==> config.mk <==
export PLATFORM = sky130hd
export DESIGN_NAME = muldiv_unit
export DESIGN_NICKNAME = d
export VERILOG_FILES = /design/src/rtl/muldiv_unit_pkg.sv /design/src/rtl/muldiv_iter.sv /design/src/rtl/muldiv_unit.sv
export SDC_FILE = /design/constraint.sdc
export NUM_CORES = 1
export LEC_CHECK = 0
export CAP_MARGIN = 20
export CELL_PAD_IN_SITES_DETAIL_PLACEMENT = 1
export CELL_PAD_IN_SITES_GLOBAL_PLACEMENT = 2
export CORE_UTILIZATION = 39
export CTS_CLUSTER_SIZE = 20
export DETAILED_ROUTE_END_ITERATION = 7
export DONT_BUFFER_PORTS = 1
export PLACE_DENSITY = 0.86
export REMOVE_ABC_BUFFERS = 1
export SYNTH_ARGS = -nofsm -noshare
export SYNTH_HDL_FRONTEND = slang
export SYNTH_SLANG_ARGS = --single-unit
==> constraint.sdc <==
create_clock -name clk -period 8.5 [get_ports clk]
set_input_delay 1.275 -clock clk [delete_from_list [all_inputs] [get_ports clk]]
set_output_delay 1.275 -clock clk [all_outputs]
set_load 0.005 [all_outputs]
==> src/rtl/muldiv_unit_pkg.sv <==
// muldiv_unit_pkg: shared constants for the RV32M multiply/divide unit.
// Contents: funct3 op codes, FSM state encodings, write-enable polarity,
// default operand width and operand-signedness helpers.
package muldiv_unit_pkg;
  localparam int MD_XLEN = 32;
  localparam logic [2:0] MD_MUL    = 3'd0;
  localparam logic [2:0] MD_MULH   = 3'd1;
  localparam logic [2:0] MD_MULHSU = 3'd2;
  localparam logic [2:0] MD_MULHU  = 3'd3;
  localparam logic [2:0] MD_DIV    = 3'd4;
  localparam logic [2:0] MD_DIVU   = 3'd5;
  localparam logic [2:0] MD_REM    = 3'd6;
  localparam logic [2:0] MD_REMU   = 3'd7;
  localparam logic [1:0] S_IDLE = 2'd0;
  localparam logic [1:0] S_CALC = 2'd1;
  localparam logic [1:0] S_DONE = 2'd2;
  localparam logic ENABLE  = 1'b1;
  localparam logic DISABLE = 1'b0;
  // MUL yields only the low word, which is sign-agnostic, so it runs unsigned.
  function automatic logic op_signed_a(input logic [2:0] op);
    return op == MD_MULH || op == MD_MULHSU || op == MD_DIV || op == MD_REM;
  endfunction
  function automatic logic op_signed_b(input logic [2:0] op);
    return op == MD_MULH || op == MD_DIV || op == MD_REM;
  endfunction
endpackage

==> src/rtl/muldiv_iter.sv <==
// muldiv_iter: one combinational step of unsigned shift-add multiply or
// restoring divide.
// Ports:
//   div_i            1 = divide step, 0 = multiply step
//   acc_i / acc_o    2*W accumulator; mul: running product,
//                    div: {quotient, remainder}
//   opa_i / opa_o    mul: multiplicand (held), div: dividend (shifts left)
//   opb_i / opb_o    mul: multiplier (shifts right), div: divisor (held)
module muldiv_iter #(
  parameter int W = 32
) (
  input  logic           div_i,
  input  logic [2*W-1:0] acc_i,
  input  logic [W-1:0]   opa_i,
  input  logic [W-1:0]   opb_i,
  output logic [2*W-1:0] acc_o,
  output logic [W-1:0]   opa_o,
  output logic [W-1:0]   opb_o
);
  logic [W:0] sum;
  logic [W:0] t;
  logic [W:0] trial;
  logic       ge;
  always_comb begin
    sum   = {1'b0, acc_i[2*W-1:W]} + (opb_i[0] ? {1'b0, opa_i} : '0);
    t     = {acc_i[W-1:0], opa_i[W-1]};
    // remainder < divisor before the shift, so t - divisor fits in W+1 bits
    // and its top bit is a clean borrow flag
    trial = t - {1'b0, opb_i};
    ge    = ~trial[W];
    acc_o = div_i ? {acc_i[2*W-2:W], ge, (ge ? trial[W-1:0] : t[W-1:0])}
                  : {sum, acc_i[W-1:1]};
    opa_o = div_i ? {opa_i[W-2:0], 1'b0} : opa_i;
    opb_o = div_i ? opb_i : {1'b0, opb_i[W-1:1]};
  end
endmodule

==> src/rtl/muldiv_unit.sv <==
// muldiv_unit: iterative RV32M multiply/divide unit with register-file write.
// Ports:
//   clk, rst                 clock, asynchronous active-high reset
//   start, op, src1, src2    request (sampled only in IDLE), funct3, operands
//   rd_num                   destination register; 0 suppresses the write
//   flush                    abort an operation still iterating
//   busy                     high from the cycle after accept through write
//   reg_we, dstreg_num,      one-cycle write strobe with register number
//   dstreg_data              and result; number/data hold otherwise
// Build option: MULDIV_EARLY_OUT_EN skips iteration for trivial operands.
module muldiv_unit
  import muldiv_unit_pkg::*;
#(
  parameter int XLEN   = MD_XLEN,
  parameter int REG_AW = 5
) (
  input  logic              clk,
  input  logic              rst,
  input  logic              start,
  input  logic [2:0]        op,
  input  logic [XLEN-1:0]   src1,
  input  logic [XLEN-1:0]   src2,
  input  logic [REG_AW-1:0] rd_num,
  input  logic              flush,
  output logic              busy,
  output logic              reg_we,
  output logic [REG_AW-1:0] dstreg_num,
  output logic [XLEN-1:0]   dstreg_data
);
  logic [1:0]        state_q, state_d;
  logic [5:0]        cnt_q, cnt_d;
  logic [2*XLEN-1:0] acc_q, acc_d, acc_n;
  logic [XLEN-1:0]   opa_q, opa_d, opa_n;
  logic [XLEN-1:0]   opb_q, opb_d, opb_n;
  logic [2:0]        op_q;
  logic [REG_AW-1:0] rd_q;
  logic              sa_q, sb_q, b0_q;
  logic [XLEN-1:0]   a_raw_q;
  logic              done_q, reg_we_q;
  logic [REG_AW-1:0] dnum_q;
  logic [XLEN-1:0]   ddata_q;
  logic              take, sgn_a, sgn_b, neg;
  logic [XLEN-1:0]   abs_a, abs_b, quo, rem, result;
  logic [2*XLEN-1:0] prod;
  muldiv_iter #(.W(XLEN)) u_iter (
    .div_i (op_q[2]),
    .acc_i (acc_q),
    .opa_i (opa_q),
    .opb_i (opb_q),
    .acc_o (acc_n),
    .opa_o (opa_n),
    .opb_o (opb_n)
  );
  // done_q marks the write cycle; the FSM is already back in IDLE then,
  // but a new request must wait one more cycle.
  assign busy        = state_q != S_IDLE || done_q;
  assign reg_we      = reg_we_q;
  assign dstreg_num  = dnum_q;
  assign dstreg_data = ddata_q;
  always_comb begin
    take    = state_q == S_IDLE && !done_q && start && !flush;
    sgn_a   = op_signed_a(op) & src1[XLEN-1];
    sgn_b   = op_signed_b(op) & src2[XLEN-1];
    abs_a   = sgn_a ? -src1 : src1;
    abs_b   = sgn_b ? -src2 : src2;
    state_d = state_q;
    cnt_d   = cnt_q;
    acc_d   = acc_q;
    opa_d   = opa_q;
    opb_d   = opb_q;
    if (take) begin
      cnt_d = '0;
      opa_d = abs_a;
      opb_d = abs_b;
`ifdef MULDIV_EARLY_OUT_EN
      // preload the unsigned magnitude so DONE applies the same corrections
      state_d = (src2 == '0 || src1 == '0 || (!op[2] && src2 == XLEN'(1))) ? S_DONE : S_CALC;
      acc_d   = (!op[2] && src2 == XLEN'(1)) ? {{XLEN{1'b0}}, abs_a} : '0;
`else
      state_d = S_CALC;
      acc_d   = '0;
`endif
    end else if (state_q == S_CALC) begin
      state_d = flush ? S_IDLE : (cnt_q == 6'(XLEN-1)) ? S_DONE : S_CALC;
      cnt_d   = cnt_q + 6'd1;
      acc_d   = acc_n;
      opa_d   = opa_n;
      opb_d   = opb_n;
    end else if (state_q == S_DONE) begin
      state_d = S_IDLE;
    end
    neg    = sa_q ^ sb_q;
    prod   = neg ? -acc_q : acc_q;
    quo    = neg ? -acc_q[2*XLEN-1:XLEN] : acc_q[2*XLEN-1:XLEN];
    rem    = sa_q ? -acc_q[XLEN-1:0] : acc_q[XLEN-1:0];
    // signed overflow falls out naturally: |q| = 2^31 negates to itself
    result = op_q == MD_MUL ? prod[XLEN-1:0]
           : !op_q[2]       ? prod[2*XLEN-1:XLEN]
           : b0_q           ? (op_q[1] ? a_raw_q : '1)
           : op_q[1]        ? rem : quo;
  end
  always_ff @(posedge clk or posedge rst) begin
    if (rst) begin
      state_q  <= S_IDLE;
      cnt_q    <= '0;
      acc_q    <= '0;
      opa_q    <= '0;
      opb_q    <= '0;
      op_q     <= '0;
      rd_q     <= '0;
      sa_q     <= 1'b0;
      sb_q     <= 1'b0;
      b0_q     <= 1'b0;
      a_raw_q  <= '0;
      done_q   <= 1'b0;
      reg_we_q <= DISABLE;
      dnum_q   <= '0;
      ddata_q  <= '0;
    end else begin
      state_q  <= state_d;
      cnt_q    <= cnt_d;
      acc_q    <= acc_d;
      opa_q    <= opa_d;
      opb_q    <= opb_d;
      done_q   <= state_q == S_DONE;
      reg_we_q <= (state_q == S_DONE && rd_q != '0) ? ENABLE : DISABLE;
      if (take) begin
        op_q    <= op;
        rd_q    <= rd_num;
        sa_q    <= sgn_a;
        sb_q    <= sgn_b;
        b0_q    <= src2 == '0;
        a_raw_q <= src1;
      end
      if (state_q == S_DONE && rd_q != '0) begin
        dnum_q  <= rd_q;
        ddata_q <= result;
      end
    end
  end
endmodule

# == Yosys cells after proc, flatten, opt, wreduce, memory -nomap -nowiden ==
# Cells that the tools add are included.
# word_totals
register_bits,218
inputBits,76
out_inout_bits,39
elab_cells,86
# classes
n_addsub,8
n_eq_ne,8
n_mux,29
bitwise,4
reduce_logical,22
# ops
operator,count
$mux W32,17
$mux W64,4
$neg A32 Y32,4
$neg A64 Y64,1
$add A32 B33 Y33,1
$sub A33 B32 Y33,1
$logic_not A32 Y1,1
$mux W6,2
$mux W2,5
$add A6 B1 Y6 const B,1
$eq A3 B3 Y1 const B,2
$eq A6 B5 Y1 const B,1
$logic_or A1 B1 Y1,6
$reduce_bool A2 Y1,3
$reduce_bool A5 Y1,1
$logic_and A1 B1 Y1,4
$reduce_and A2 Y1,2
$eq A3 B1 Y1 const B,1
$eq A3 B2 Y1 const B,1
$logic_not A3 Y1,1
$reduce_bool A3 Y1,1
$and A1 B1 Y1,2
$eq A2 B1 Y1 const B,1
$eq A2 B2 Y1 const B,1
6 further kinds,7

# == Depth between registers and ports, before layout ==
# depth
ltp_word,7
ltp_mapped,15
ltp_nobuf,14

# == Cells and area by module ==
# From an unflattened synthesis, not the netlist that was laid out.
# hier_totals
cells_unflattened,2625
area_unflattened_um2,19175.9
# by_module_without_submodules
mod,n_inst,cells_per_inst,area_per_inst_um2,seq_area_each_um2
muldiv_unit,1,1766,13870.8,5455.2
muldiv_iter,1,859,5305.1,0.0

# == Least setup slack after synthesis ==
# No wires, ideal clock.
# synth_timing
kind,input-to-reg
from,in src2[16]
to,reg opb_q[29]
setup_time_ns,0.082
t_arrival_ns,3.680
required_time_ns,8.418
setup_slack_ns,4.738
cell_stages,10
path_buffers,0
cell_sequence,or4_1 or3_1 or4_1 nor3_1 nand2_1 or2_2 o41ai_2 xnor2_1 nor2_1 a31oi_1
# synth_between
elab_chain_cells,3
# synth_rtl
element,line_no,rtl
"start, declared",muldiv_unit.sv:22,"input logic [XLEN-1:0] src2,"
$neg A32 Y32,muldiv_unit.sv:65,abs_b = sgn_b ? -src2 : src2;
$mux W32,muldiv_unit.sv:65,
$mux W32,muldiv_unit.sv:71,if (take) begin
"end signal, assigned",muldiv_unit.sv:124,opb_q <= opb_d;
"end, declared",muldiv_unit.sv:34,"logic [XLEN-1:0] opb_q, opb_d, opb_n;"
# No other way between the ends.
# A chain may end at the register's enable or synchronous reset.

# == Worst setup path after layout ==
# layout_timing
from,reg opb_q[0]
to,reg acc_q[59]
# layout_between
elab_chain_cells,5
# layout_rtl
element,line_no,rtl
$mux W32,muldiv_iter.sv:25,"sum = {1'b0, acc_i[2*W-1:W]} + (opb_i[0] ? {1'b0, opa_i} : '0);"
$add A32 B33 Y33,muldiv_iter.sv:25,
$mux W64,muldiv_iter.sv:31,"acc_o = div_i ? {acc_i[2*W-2:W], ge, (ge ? trial[W-1:0] : t[W-1:0])}"
$mux W64,muldiv_unit.sv:83,end else if (state_q == S_CALC) begin
$mux W64,muldiv_unit.sv:71,
"end signal, assigned",muldiv_unit.sv:106,acc_q <= '0;
"end signal, assigned",muldiv_unit.sv:122,acc_q <= acc_d;
"end, declared",muldiv_unit.sv:32,"logic [2*XLEN-1:0] acc_q, acc_d, acc_n;"
# No other way between the ends. The select of a mux whose other input is x is not followed.

==> reports/summary.md <==
The tools report the area enclosed by the die boundary as 46,500 µm². The synthesized design contains 0 enable-type register cells. After detailed placement, the design holds a cell count of 2,750. The run gives 30.6% as the portion of the post-synthesis area used by sequential elements.

TritonCTS built the clock tree. The tightest hold path in the finished design has a slack of 480 ps. Timing would allow up to 0.220 GHz. Counting every sink on the clock net gives 218. For the number of setup buffers added after CTS, the log shows 0.

Relative to the synthesized area, the layout overhead comes to 7.66%. The number of failing setup endpoints in the final timing report came out at 0. By count the netlist is led by sky130_fd_sc_hd__nand2_1 (416), sky130_fd_sc_hd__dfrtp_1 (218), sky130_fd_sc_hd__nor2_1 (181), sky130_fd_sc_hd__o21ai_0 (179), sky130_fd_sc_hd__a21oi_1 (150). After detailed routing, the average wire length per cell comes to 21.4 µm.

The area fraction in compound gates after synthesis is 24.4%, and the proportion of synthesized flip-flops having asynchronous set or reset is 100%. The logs give 84 for the post-synthesis cell type count and 1 for the maximum level of the CTS H-tree. For the initial cell density of the core, the log shows 39.9%.

The fraction of the mapped netlist area in adder cells was 5.14%; the post-cts repair resize count was 0. The synthesized design spends more area on one cell type than any other, namely sky130_fd_sc_hd__dfrtp_1. For this design the top-level I/O count stands at 115. The synthesized area per cell was 7.72 µm².

The final estimated routing congestion in global placement is 0.915. The worst setup path is launched from a flop. Summed over its instances, the top area cell type makes up 30.6% of the synthesized netlist area. Data on the critical path arrives at its endpoint at 5010 ps. For this run, design rule violations remaining after detail routing come to 0. Count of non-filler cells in the finished layout: 2,804. After synthesis the cells add up to 17,800 µm². TritonCTS created 28 clock buffers.

For this run the aggregate overflow at the end of global routing stands at 0. In the post-synthesis netlist, the biggest area contributors are sky130_fd_sc_hd__dfrtp_1 (31%), sky130_fd_sc_hd__nand2_1 (8.8%), sky130_fd_sc_hd__xnor2_1 (6.4%), sky130_fd_sc_hd__o21ai_0 (5.0%), sky130_fd_sc_hd__ha_1 (4.9%). The detail route stage leaves a number of antenna-violating nets equal to 0.

Cells with a size suffix above 1 make up 5.47% of the layout. The number of max-cap violations is 0. Dominant combinational cell family by area after synthesis: compound AO/OA/AOI/OAI gates.

The number of diodes was 0; the largest driver fanout on the critical path was 34. After floorplanning, the core was sized to cover 44,600 µm². The overall fraction of global-route tracks in use is 25.7%, and the fraction of synthesized area in multiplexers is 2.42%. Yosys instantiated no cell more often than sky130_fd_sc_hd__nand2_1. The leakage component of the power is 8.37 nW, and the final count of hold timing violations is 0. In this run the vertical extent of the chip is 216 µm.

The largest net degree at the start of global routing was 101; the required time at the endpoint of the critical path was 8970 ps. Wires add up to 60,100 µm. In this run the register-to-register setup slack is 3960 ps. The initial antenna violation count is 0. The detailed router finished its first iteration with 1,121 violations.

The first global-routing pass estimated 96,700 µm of wire. Summing the areas of all and, or, nand and nor instances in the mapped netlist gives 20.8% of the synthesized area. The number of warnings reported in the yosys synthesis log is 0, and the port buffer count is 0. The transition time of the tightest slew-check pin is 1070 ps, and the maximum buffer depth of the clock tree is 3. Setup repair after global routing left no endpoint under its margin. Between clock sinks in the finished design, the worst skew comes to 13.9 ps. The critical path is of the flop to flop type. Synthesis inferred 218 register bits. Headroom to the max-slew limit came out at 28.8%. In this run the core area contains 77 standard-cell rows. Top flip-flop cell by instance count after synthesis: sky130_fd_sc_hd__dfrtp_1. The clock period could shrink to 4540 ps. Synthesized-area fraction occupied by xor and xnor cells: 11.3%.

The clock latency on the worst-skew pair came out at 580 ps. In the final design database the tool counted 2,339 nets. The total of hold buffers inserted after clock tree synthesis came out at 0. The tools report the final count of pins violating max slew as 0. For the number of global-route vias before repair, the log shows 17,349. The flow ran to the end, and the final reports show no timing, DRC or antenna violations. The largest voltage drop on the vdd net came out at 0.187 mV.

The tree is rooted in a sky130_fd_sc_hd__clkbuf_16. After legalization and detailed placement, the total HPWL measured 43,300 µm. The pre-antenna-repair detailed-routing pass consisted of 5 iterations.

The number of instances in the synthesized netlist came out at 2,308. The worst setup path is captured at a flop. The power density of the placed cells is 370 nW/µm².

Adding up every negative setup slack in the final design gives 0 ps. In the routed layout, each cell is associated on average with a via count of 5.97. The clock-pin transition on the worst setup and hold timing paths is 60 ps, and the count of vias placed by the detailed router is 16,736. Once layout is complete, the utilization of the core stands at 43.0%. In this run the worst hold path is classified as flop to flop. The part of the cycle the worst path needs was 53.5%; the cell area after layout was 19,200 µm².

The floorplan step set the die width to 216 µm. The cell area after placement is 18,100 µm².
[cells by family after synthesis]
family,Yosys count
xor+xnor,229
compound gates,683
simple gates,821
mux,43
flops,218
fa+ha+maj,72
buf+inv,242
[area by class of cell]
cell class	count	area (µm²)
Clock buffer	38	820
Clock inverter	13	180
Fill cell	5385	25400
Inverter	66	255
Multi-Input combinational cell	1848	11500
Sequential cell	218	5460
Tap cell	592	741
Timing Repair Buffer	29	245
[power by group]
part	switching [W]	total, W	internal [W]	leakage, nW
registers	0.000604	0.00193	0.00133	2.75
clock network	0.000514	0.00131	0.000793	0.473
logic	0.00224	0.00386	0.00161	5.15
[cells in the final DEF (no fill, tap or decap), types with 64 or more instances in the layout]
cell type                 count
sky130_fd_sc_hd__ha_1        70
sky130_fd_sc_hd__dfrtp_1    217
sky130_fd_sc_hd__a31oi_1     72
sky130_fd_sc_hd__nor2_1     178
sky130_fd_sc_hd__inv_1       64
sky130_fd_sc_hd__a21oi_1    150
sky130_fd_sc_hd__xnor2_1    129
sky130_fd_sc_hd__xor2_1      98
sky130_fd_sc_hd__nand2_1    416
sky130_fd_sc_hd__o21ai_0    179
[stage by stage]
| stage | power, W | setup slack, ps |
|---|---|---|
| floorplan | 0.00467 | 1180 |
| global placement | 0.00562 | 4150 |
| detailed placement | 0.00576 | 3970 |
| CTS | 0.00711 | 3950 |
| global route | 0.00763 | 3410 |
| finish | 0.00710 | 3960 |
[per-layer routing]
metal / vias to the layer above / global-route usage [%] / routed length [µm]
met1: 8435 / 34.3 / 27300
met4: 0 / 7.97 / 1940
met3: 84 / 3.81 / 2660
met5: - / 0 / 0
met2: 334 / 42.7 / 28200
li1: 7883 / - / -
[critical path, stage by stage, from the launching register on]
cell and delay, ps:
sky130_fd_sc_hd__dfrtp_1 970, sky130_fd_sc_hd__and2_1 240, sky130_fd_sc_hd__ha_1 260, sky130_fd_sc_hd__nor2b_1 160, sky130_fd_sc_hd__o21ai_1 160, sky130_fd_sc_hd__a21oi_1 120, sky130_fd_sc_hd__o31ai_1 470, sky130_fd_sc_hd__a21oi_1 270
sky130_fd_sc_hd__a2111oi_1 700, sky130_fd_sc_hd__o31ai_1 230, sky130_fd_sc_hd__a221oi_1 460, sky130_fd_sc_hd__xor2_1 130, sky130_fd_sc_hd__a221oi_1 270
[path summary, 6_finish.rpt]
kind | from | to | depth (start not counted)
max in group asynchronous | rst | dstreg_data[0] | 2
min in group asynchronous | rst | opa_q[28] | 1
worst min register to register | a_raw_q[3] | a_raw_q[3] | 2
worst min-delay path | a_raw_q[3] | a_raw_q[3] | 2
worst max register to register | opb_q[0] | acc_q[59] | 12
worst max-delay path | opb_q[0] | acc_q[59] | 12
[flip-flops by register name, indices dropped and copies added, names as in the netlist, 2 cells and up]
| register | flops |
|---|---|
| opb_q | 32 |
| opa_q | 32 |
| dstreg_data | 32 |
| a_raw_q | 32 |
| rd_q | 5 |
| op_q | 3 |
| state_q | 2 |
| acc_q | 64 |
| cnt_q | 6 |
| dstreg_num | 5 |
Power figures use the tool's default switching activity.
